<file path="config.mk">
export PLATFORM = sky130hd
export DESIGN_NAME = console_writer_flat
export DESIGN_NICKNAME = d
export VERILOG_FILES = /design/src/rtl/console_writer_if.sv /design/src/rtl/console_writer.sv /design/src/flat_wrapper.sv
export SDC_FILE = /design/constraint.sdc
export NUM_CORES = 1
export LEC_CHECK = 0
export CORE_MARGIN = 8
export CORE_UTILIZATION = 40
export CTS_BUF_LIST = sky130_fd_sc_hd__clkbuf_2 sky130_fd_sc_hd__clkbuf_4 sky130_fd_sc_hd__clkbuf_8
export CTS_CLUSTER_SIZE = 12
export DETAILED_ROUTE_END_ITERATION = 6
export PLACE_DENSITY_LB_ADDON = 0.08
export REMOVE_ABC_BUFFERS = 1
export SYNTH_ARGS = -nofsm -noshare
export SYNTH_HDL_FRONTEND = slang
export SYNTH_SLANG_ARGS = --single-unit
</file>
<file path="constraint.sdc">
create_clock -name clk -period 8.8 [get_ports clk]
set_clock_uncertainty 0.2 [all_clocks]
set_input_delay 2.2 -clock clk [delete_from_list [all_inputs] [get_ports clk]]
set_output_delay 2.2 -clock clk [all_outputs]
set_load 0.02 [all_outputs]
</file>
<file path="src/rtl/console_writer_if.sv">
// Bus between the CPU display-data register and the console writer.
// slave  : console_writer (takes DDR strobes, drives text-buffer writes)
// master : CPU / testbench side
interface console_writer_if;
  logic        ddr_we;
  logic [7:0]  ddr_data;
  logic        dsr_ready;
  logic [3:0]  new_char;
  logic [11:0] waddr;
  logic        text_en;
  logic [6:0]  cursor_col;
  logic [4:0]  cursor_row;
  logic        overrun;

  modport slave (
    input  ddr_we, ddr_data,
    output dsr_ready, new_char, waddr, text_en, cursor_col, cursor_row, overrun
  );

  modport master (
    output ddr_we, ddr_data,
    input  dsr_ready, new_char, waddr, text_en, cursor_col, cursor_row, overrun
  );
endinterface

</file>
<file path="src/rtl/console_writer.sv">
// console_writer: turns DDR byte writes into text-buffer cell writes while
// tracking an 80x30 wrapping cursor and handling CR, LF, BS and FF.
// Optional build macro CONSOLE_CLEAR_ON_RESET_EN: reset enters the CLEAR
// sweep instead of IDLE, so the screen is blanked after every reset.
//
// state | meaning
// IDLE  | ready for a byte (dsr_ready=1)
// BUSY  | one-cycle recovery after a byte
// CLEAR | writing code 0 to every cell, ascending address
module console_writer #(
  parameter int COLS = 80,
  parameter int ROWS = 30
) (
  input  logic            clk,
  input  logic            rst_n,
  console_writer_if.slave bus
);

  localparam logic [6:0]  LAST_COL  = 7'(COLS - 1);
  localparam logic [4:0]  LAST_ROW  = 5'(ROWS - 1);
  localparam logic [11:0] LAST_ADDR = 12'(COLS * ROWS - 1);

  typedef enum logic [1:0] {IDLE, BUSY, CLEAR} state_t;

`ifdef CONSOLE_CLEAR_ON_RESET_EN
  localparam state_t RESET_STATE = CLEAR;
`else
  localparam state_t RESET_STATE = IDLE;
`endif

  state_t      state_q;
  logic        text_en_q;
  logic [11:0] waddr_q;
  logic [3:0]  new_char_q;
  logic [6:0]  col_q;
  logic [4:0]  row_q;
  logic        overrun_q;

  logic [6:0]  bs_col_d;
  logic [4:0]  bs_row_d;

  // row*80 as (row<<6)+(row<<4); shift amounts assume COLS=80
  function automatic logic [11:0] cell_addr(input logic [4:0] r, input logic [6:0] c);
    return {1'b0, r, 6'b0} + {3'b0, r, 4'b0} + {5'b0, c};
  endfunction

  function automatic logic [4:0] next_row(input logic [4:0] r);
    return (r == LAST_ROW) ? 5'd0 : r + 5'd1;
  endfunction

  function automatic logic [3:0] glyph(input logic [7:0] b);
    logic [3:0] g;
    g = 4'd15;
    if (b == 8'h20)                      g = 4'd0;
    else if (b >= 8'h30 && b <= 8'h39)   g = b[3:0] + 4'd1;
    else if (b == 8'h78)                 g = 4'd11;
    else if (b == 8'h3A)                 g = 4'd12;
    else if (b == 8'h2D)                 g = 4'd13;
    else if (b == 8'h2B)                 g = 4'd14;
    return g;
  endfunction

  // backspace target: one cell left, wrapping to the previous row, pinned at (0,0)
  always_comb begin
    bs_col_d = col_q;
    bs_row_d = row_q;
    if (col_q != 7'd0) begin
      bs_col_d = col_q - 7'd1;
    end else if (row_q != 5'd0) begin
      bs_col_d = LAST_COL;
      bs_row_d = row_q - 5'd1;
    end
  end

  // main FSM with registered text-buffer outputs and cursor
  always_ff @(posedge clk) begin
    if (!rst_n) begin
      state_q    <= RESET_STATE;
      text_en_q  <= 1'b0;
      waddr_q    <= 12'd0;
      new_char_q <= 4'd0;
      col_q      <= 7'd0;
      row_q      <= 5'd0;
      overrun_q  <= 1'b0;
    end else begin
      text_en_q <= 1'b0;
      if (bus.ddr_we && state_q != IDLE) overrun_q <= 1'b1;

      case (state_q)
        IDLE: begin
          if (bus.ddr_we) begin
            state_q <= BUSY;
            if (bus.ddr_data == 8'h0C) begin
              state_q    <= CLEAR;
              text_en_q  <= 1'b1;
              waddr_q    <= 12'd0;
              new_char_q <= 4'd0;
              col_q      <= 7'd0;
              row_q      <= 5'd0;
            end else if (bus.ddr_data == 8'h0A) begin
              col_q <= 7'd0;
              row_q <= next_row(row_q);
            end else if (bus.ddr_data == 8'h0D) begin
              col_q <= 7'd0;
            end else if (bus.ddr_data == 8'h08) begin
              col_q      <= bs_col_d;
              row_q      <= bs_row_d;
              text_en_q  <= 1'b1;
              waddr_q    <= cell_addr(bs_row_d, bs_col_d);
              new_char_q <= 4'd0;
            end else if (bus.ddr_data >= 8'h20 && bus.ddr_data <= 8'h7E) begin
              text_en_q  <= 1'b1;
              waddr_q    <= cell_addr(row_q, col_q);
              new_char_q <= glyph(bus.ddr_data);
              if (col_q == LAST_COL) begin
                col_q <= 7'd0;
                row_q <= next_row(row_q);
              end else begin
                col_q <= col_q + 7'd1;
              end
            end
          end
        end
        BUSY: state_q <= IDLE;
        CLEAR: begin
          // text_en low here only right after reset: start the sweep at cell 0
          if (!text_en_q) begin
            text_en_q  <= 1'b1;
            waddr_q    <= 12'd0;
            new_char_q <= 4'd0;
          end else if (waddr_q == LAST_ADDR) begin
            state_q <= IDLE;
          end else begin
            text_en_q <= 1'b1;
            waddr_q   <= waddr_q + 12'd1;
          end
        end
        default: state_q <= IDLE;
      endcase
    end
  end

  assign bus.dsr_ready  = (state_q == IDLE);
  assign bus.text_en    = text_en_q;
  assign bus.waddr      = waddr_q;
  assign bus.new_char   = new_char_q;
  assign bus.cursor_col = col_q;
  assign bus.cursor_row = row_q;
  assign bus.overrun    = overrun_q;

endmodule

</file>
<file path="src/flat_wrapper.sv">
// flat-port wrapper written by rule: the top's interface ports become plain ports
module console_writer_flat 
#(
  parameter int COLS = 80,
  parameter int ROWS = 30
)
  (clk, rst_n, bus_ddr_we, bus_ddr_data, bus_dsr_ready, bus_new_char, bus_waddr, bus_text_en, bus_cursor_col, bus_cursor_row, bus_overrun);
  console_writer_if bus_i ();
  input  logic clk;
  input  logic rst_n;
  input wire logic [$bits(bus_i.ddr_we)-1:0] bus_ddr_we;
  input wire logic [$bits(bus_i.ddr_data)-1:0] bus_ddr_data;
  output wire logic [$bits(bus_i.dsr_ready)-1:0] bus_dsr_ready;
  output wire logic [$bits(bus_i.new_char)-1:0] bus_new_char;
  output wire logic [$bits(bus_i.waddr)-1:0] bus_waddr;
  output wire logic [$bits(bus_i.text_en)-1:0] bus_text_en;
  output wire logic [$bits(bus_i.cursor_col)-1:0] bus_cursor_col;
  output wire logic [$bits(bus_i.cursor_row)-1:0] bus_cursor_row;
  output wire logic [$bits(bus_i.overrun)-1:0] bus_overrun;
  assign bus_i.ddr_we = bus_ddr_we;
  assign bus_i.ddr_data = bus_ddr_data;
  assign bus_dsr_ready = bus_i.dsr_ready;
  assign bus_new_char = bus_i.new_char;
  assign bus_waddr = bus_i.waddr;
  assign bus_text_en = bus_i.text_en;
  assign bus_cursor_col = bus_i.cursor_col;
  assign bus_cursor_row = bus_i.cursor_row;
  assign bus_overrun = bus_i.overrun;
  console_writer #(.COLS(COLS), .ROWS(ROWS)) u_core (.clk(clk), .rst_n(rst_n), .bus(bus_i));
endmodule
</file>
Word-level counts from Yosys, hierarchy flattened

Cells that the tools add are included.
Widths: inputs -> output; s select.

Register bits: 32
Logic and storage cells: 113

Add/sub/neg operators: 10
Magnitude comparators: 4
Equal/unequal tests: 22
Muxes and demuxes: 54
Reductions and logical operators: 16

Operators with widths:

| operator              | number |
|---|---|
| $mux 12               | 8 |
| $mux 7                | 8 |
| $mux 4                | 12 |
| $mux 5                | 9 |
| $eq 8x4->1 const B    | 4 |
| $eq 8x6->1 const B    | 4 |
| $add 11x9->12         | 2 |
| $add 12x7->12         | 2 |
| $pmux 12 s2           | 1 |
| $ge 8x6->1 const B    | 2 |
| $add 12x1->12 const B | 1 |
| $eq 12x12->1 const B  | 1 |
| $reduce_and 6->1      | 2 |
| $reduce_bool 5->1     | 2 |
| $mux 1                | 9 |
| $eq 8x7->1 const B    | 1 |
| $le 8x6->1 const B    | 1 |
| $le 8x7->1 const B    | 1 |
| $mux 2                | 4 |
| $pmux 4 s2            | 1 |
| $reduce_bool 4->1     | 2 |
| $add 7x1->7 const B   | 1 |
| $eq 7x7->1 const B    | 1 |
| $reduce_bool 7->1     | 1 |
| other kinds (19)      | 26 |

Depth between registers and ports, before layout

Depth after elaboration: 14
Gate-level depth with buffers: 17
Gate-level depth less buffers: 16

Least setup slack after synthesis

No wires, ideal clock.

Kind: in2reg
From: input port bus_ddr_data[0]
To: register u_core.new_char_q[1], in the netlist u_core.bus.new_char[1]
Setup time: 0.115 ns
Arrival: 3.937 ns
Data required time: 8.485 ns
Slack: 4.549 ns
Stages on the path: 9
Cell sequence: inv_1 > ha_1 > and4bb_2 > o221ai_1 > o21a_1 > or3_1 > clkbuf_1 > and2_0 > o21a_1

Word-level cells in the longest chain between the ends: 13
Elaborated cells on any way between the ends: 31
Those cells by class: 1 x add/sub; 4 x order compare; 11 x eq/ne; 12 x mux; 3 x reduce/logical

Ends and longest elaborated chain:

| item                 | RTL line              | text |
|---|---|---|
| start, declared      | flat_wrapper.sv:12    | `input wire logic [$bits(bus_i.ddr_data)-1:0] bus_ddr_data;` |
| $eq 8x6->1           | console_writer.sv:58  | `else if (b == 8'h2D) g = 4'd13;` |
| $mux 4               | console_writer.sv:58  |  |
| $mux 4               | console_writer.sv:57  | `else if (b == 8'h3A) g = 4'd12;` |
| $mux 4               | console_writer.sv:56  | `else if (b == 8'h78) g = 4'd11;` |
| $mux 4               | console_writer.sv:55  | `else if (b >= 8'h30 && b <= 8'h39) g = b[3:0] + 4'd1;` |
| $mux 4               | console_writer.sv:54  | `if (b == 8'h20) g = 4'd0;` |
| $mux 4               | console_writer.sv:111 | `end else if (bus.ddr_data >= 8'h20 && bus.ddr_data <= 8'h7E) begin` |
| $mux 4               | console_writer.sv:105 | `end else if (bus.ddr_data == 8'h08) begin` |
| $mux 4               | console_writer.sv:103 | `end else if (bus.ddr_data == 8'h0D) begin` |
| $mux 4               | console_writer.sv:100 | `end else if (bus.ddr_data == 8'h0A) begin` |
| $mux 4               | console_writer.sv:93  | `if (bus.ddr_data == 8'h0C) begin` |
| $mux 4               | console_writer.sv:91  | `if (bus.ddr_we) begin` |
| $pmux 4 s2           | console_writer.sv:89  | `case (state_q)` |
| end signal, assigned | console_writer.sv:114 | `new_char_q <= glyph(bus.ddr_data);` |
| end, declared        | console_writer.sv:34  | `logic [3:0] new_char_q;` |

Several ways; a longest one is shown, not always the timed one. The select of a mux whose other input is x is not followed.
A chain may end at the register's enable or synchronous reset.

Worst setup path after layout

From: input port bus_ddr_data[0]
To: register u_core.waddr_q[6], in the netlist u_core.bus.waddr[6]

Word-level cells in the longest chain between the ends: 7
Elaborated cells on any way between the ends: 17
Those cells by class: 2 x order compare; 7 x eq/ne; 6 x mux; 2 x reduce/logical

Ends and longest elaborated chain:

| item                 | RTL line              | text |
|---|---|---|
| $eq 8x4->1           | console_writer.sv:105 |  |
| $mux 12              | console_writer.sv:105 |  |
| $mux 12              | console_writer.sv:103 |  |
| $mux 12              | console_writer.sv:100 |  |
| $mux 12              | console_writer.sv:93  |  |
| $mux 12              | console_writer.sv:91  |  |
| $pmux 12 s2          | console_writer.sv:89  |  |
| end signal, assigned | console_writer.sv:109 | `waddr_q <= cell_addr(bs_row_d, bs_col_d);` |
| end signal, assigned | console_writer.sv:113 | `waddr_q <= cell_addr(row_q, col_q);` |
| end signal, assigned | console_writer.sv:135 | `waddr_q <= waddr_q + 12'd1;` |
| end, declared        | console_writer.sv:33  | `logic [11:0] waddr_q;` |

Several ways; a longest one is shown, not always the timed one. The select of a mux whose other input is x is not followed.

==> metrics.md <==
| Metric | Value |
|---|---|
| Die area | `0.01153 mm2` |
| Top post-synthesis cells by area | `dfxtp_1 19%, ha_1 11%, o21ai_0 5.1%` |
| Core box area | `0.008175 mm2` |
| Final Max Tran Viols | `0` |
| HP Class | `flip-flop to flip-flop` |
| Initial Util | `40.85%` |
| I/O Buffers | `41` |
| First-pass GRT wire length | `16.62 mm` |
| Ordered list of cells on the worst path | `clkdlybuf4s50_1, inv_1, ha_1, and4bb_2, o221ai_1, o21a_1, nor2_1, o21ai_0, a31o_2` |
| Drt initial violations | `202` |
| CP Class | `input port to flip-flop` |
| Crit path capture type | `flip-flop` |
| Post-synth top flop | `dfxtp_1` |
| Cell Pwr Density | `93.28 mW/mm2` |
| Number of global-route vias before repair | `3306` |
| Share of cells above drive strength 1 | `6.332%` |
| Yosys warnings | `0` |
| Clock buffer depth | `2` |
| Worst-margin pin slew | `868.0 ps` |
| Syn Area/Cell | `7.624 um2` |
| Slowest cell on crit path | `nor2_1` |
| Async S/R FF share, synth | `0%` |
| Ant diodes | `0` |
| Met2 WL | `4.797 mm` |
| Max VDD drop | `0.06742 mV` |
| Startpoint class of the critical path | `input port` |
| H-tree depth reported by CTS | `2` |
| Relative slew slack | `41.99%` |
| DR top layer | `met4` |
| Post-layout util | `46.95%` |
| Area grow syn2layout | `14.95%` |
| Final setup violation count | `0` |
| Crit-path max cell delay | `620 ps` |
| Post CTS Setup Buffer Count | `0` |
| Critical Path AT | `4930 ps` |
| WP data required | `8780 ps` |
| ANT nets after route | `0` |
| Gr ovfl total | `0` |
| Initial antenna violation count | `0` |
| Period utilisation layout | `56.25%` |
| Vias | `3389` |
| CTS tree | `done` |
| Mapped Cells | `438` |
| Largest net degree at the start of global routing | `26` |
| TritonCTS Buffers | `5` |
| Yosys top cell by area | `dfxtp_1` |
| Total power | `0.3581 mW` |
| Routed WL per cell | `17.90 um` |
| Placed instance count | `555` |
| Post-synth EDFFs | `0` |
| Post-Layout Cell Count | `563` |
| Final Net Count | `500` |
| Ports | `42` |
| Final GP Congestion | `0.9036` |
| Die W | `107.4 um` |
| # DRC | `0` |
| Initial DRT Pass Iterations | `5` |
| Mapped cell area | `0.003339 mm2` |
| Max-cap violations | `0` |
| Clock sinks | `32` |
| Area share of the largest cell type after synthesis | `19.18%` |
| Fin worst setup slack | `3850 ps` |
| Clk_lat worst skew | `280 ps` |
| Routed wl met3 | `515 um` |
| Status | `completed` |
| Hold Vio Cnt, Final | `0` |
| Post-DP HPWL | `7.639 mm` |
| RSZ-0062 raised after global routing | `no` |
| Setup TNS | `0 ps` |
| Clock root buffer | `clkbuf_8` |
| Register area share after synthesis | `19.18%` |
| Bufs and invs on worst path | `2` |
| Cell Rows | `33` |
| GRT Total Usage | `17.55%` |
| Yosys reg bits | `32` |
| CTS Hold Buffers Added | `0` |
| Via density per instance | `6.020` |
| Library cells used by synthesis | `76` |
| Detailed Route WL | `10.08 mm` |
| CP Max Fanout | `14` |
| DP Worst Slack | `3550 ps` |
| Die Ht | `107.4 um` |
| FMAX | `0.2020 GHz` |
| Delay-heaviest family, CP | `compound AO/OA/AOI/OAI gates` |
| Resized Gates After CTS | `0` |
| Min cycle time layout | `4950 ps` |
| Clock-pin transition on the worst setup and hold timing paths | `80 ps` |
| Leak pwr | `1.445 nW` |
| Metal-1 WL | `4.573 mm` |
-- routing by layer --
metal	up-vias	global-route usage [%]
met2	74	29.52
li1	1673	-
met4	0	4.361
met3	15	3.234
met1	1627	22.48
met5	-	0
-- per-stage QoR --
step	instance area (um2)	hold WS (ps)
after floorplan	3186	322.2
after global placement	3727	241.3
after detailed placement	3727	243.3
after CTS	3839	254.6
after global routing	3839	279.7
final	3839	252.0
-- logic make-up after synthesis --
family,share of synthesized area (%)
buffers and inverters,7.306
and+or+nand+nor,26.15
DFF,19.18
AOI/OAI and AO/OA,29.23
adders and majority gates,12.66
xor gates and xnor gates,2.360
muxes,3.110
-- cell type report --
type                    count  area (um2)
well taps                 105       131.4
repair buffers             41       410.4
clock buffers               6       76.32
inverters                  24       90.09
clock inverters             2       35.03
flip-flops and latches     32       640.6
fillers                   862        4337
multi-input cells         353        2455
-- tightest hold or removal path, delay by kind of cell, from the launching register on --
family	cells	cell delay (ps)
flops	1	310
compound gates	1	50
simple gates	1	50
-- where the power goes --
group          total (mW)  internal, mW  switching (mW)
Combinational      0.0612        0.0239          0.0372
Sequential          0.151         0.148         0.00320
Clock               0.146        0.0872          0.0589
Total               0.358         0.259          0.0993
-- state kept, by name (all words and copies together), names as in the netlist --
signal,flops
u_core.bus.cursor_col,7
u_core.bus.cursor_row,5
u_core.bus.new_char,4
u_core.bus.overrun,1
u_core.bus.text_en,1
u_core.bus.waddr,12
u_core.state_q,2
-- path summary, 6_finish.rpt --
kind | slack, ps | depth (start not counted) | end | startpoint
min reg2reg | 250 | 2 | u_core.bus.new_char[0] | u_core.bus.new_char[0]
max reg2reg | 4450 | 15 | u_core.bus.waddr[11] | u_core.bus.cursor_row[0]
min | 250 | 2 | u_core.bus.new_char[0] | u_core.bus.new_char[0]
max | 3850 | 9 | u_core.bus.waddr[6] | bus_ddr_data[0]
-- synth_stat cells (3+ instances only) --
master / number
a311oi_1: 3
mux2_2: 3
nor4_1: 3
a31oi_1: 9
fa_1: 3
buf_4: 4
dfxtp_1: 32
xnor2_1: 5
xor2_1: 4
o211ai_1: 8
a22oi_1: 4
nand2_1: 31
nor3_1: 13
clkbuf_1: 17
and3_1: 6
buf_2: 5
nand3b_1: 4
o21a_1: 7
a211o_1: 3
o22ai_1: 3
a21o_1: 4
or2_2: 3
inv_1: 24
nand4_1: 7
ha_1: 29
mux2i_1: 7
o21ai_0: 34
nor2b_1: 7
or3_1: 3
o21bai_1: 3
nand3_1: 18
a21oi_1: 25
nor2_1: 34
and2_1: 5
nand2b_1: 6
a211oi_1: 10
-- cells in the final DEF, fill, tap and decap left out, drive strengths merged, types with 15 or more instances in the layout --
cell type and n:
clkdlybuf4s50 41, nor3 15, nand2 31, nand3 18
ha 29, nor2 35, dfxtp 32, o21ai 35
a21oi 26, inv 24
Power figures use the tool's default switching activity.
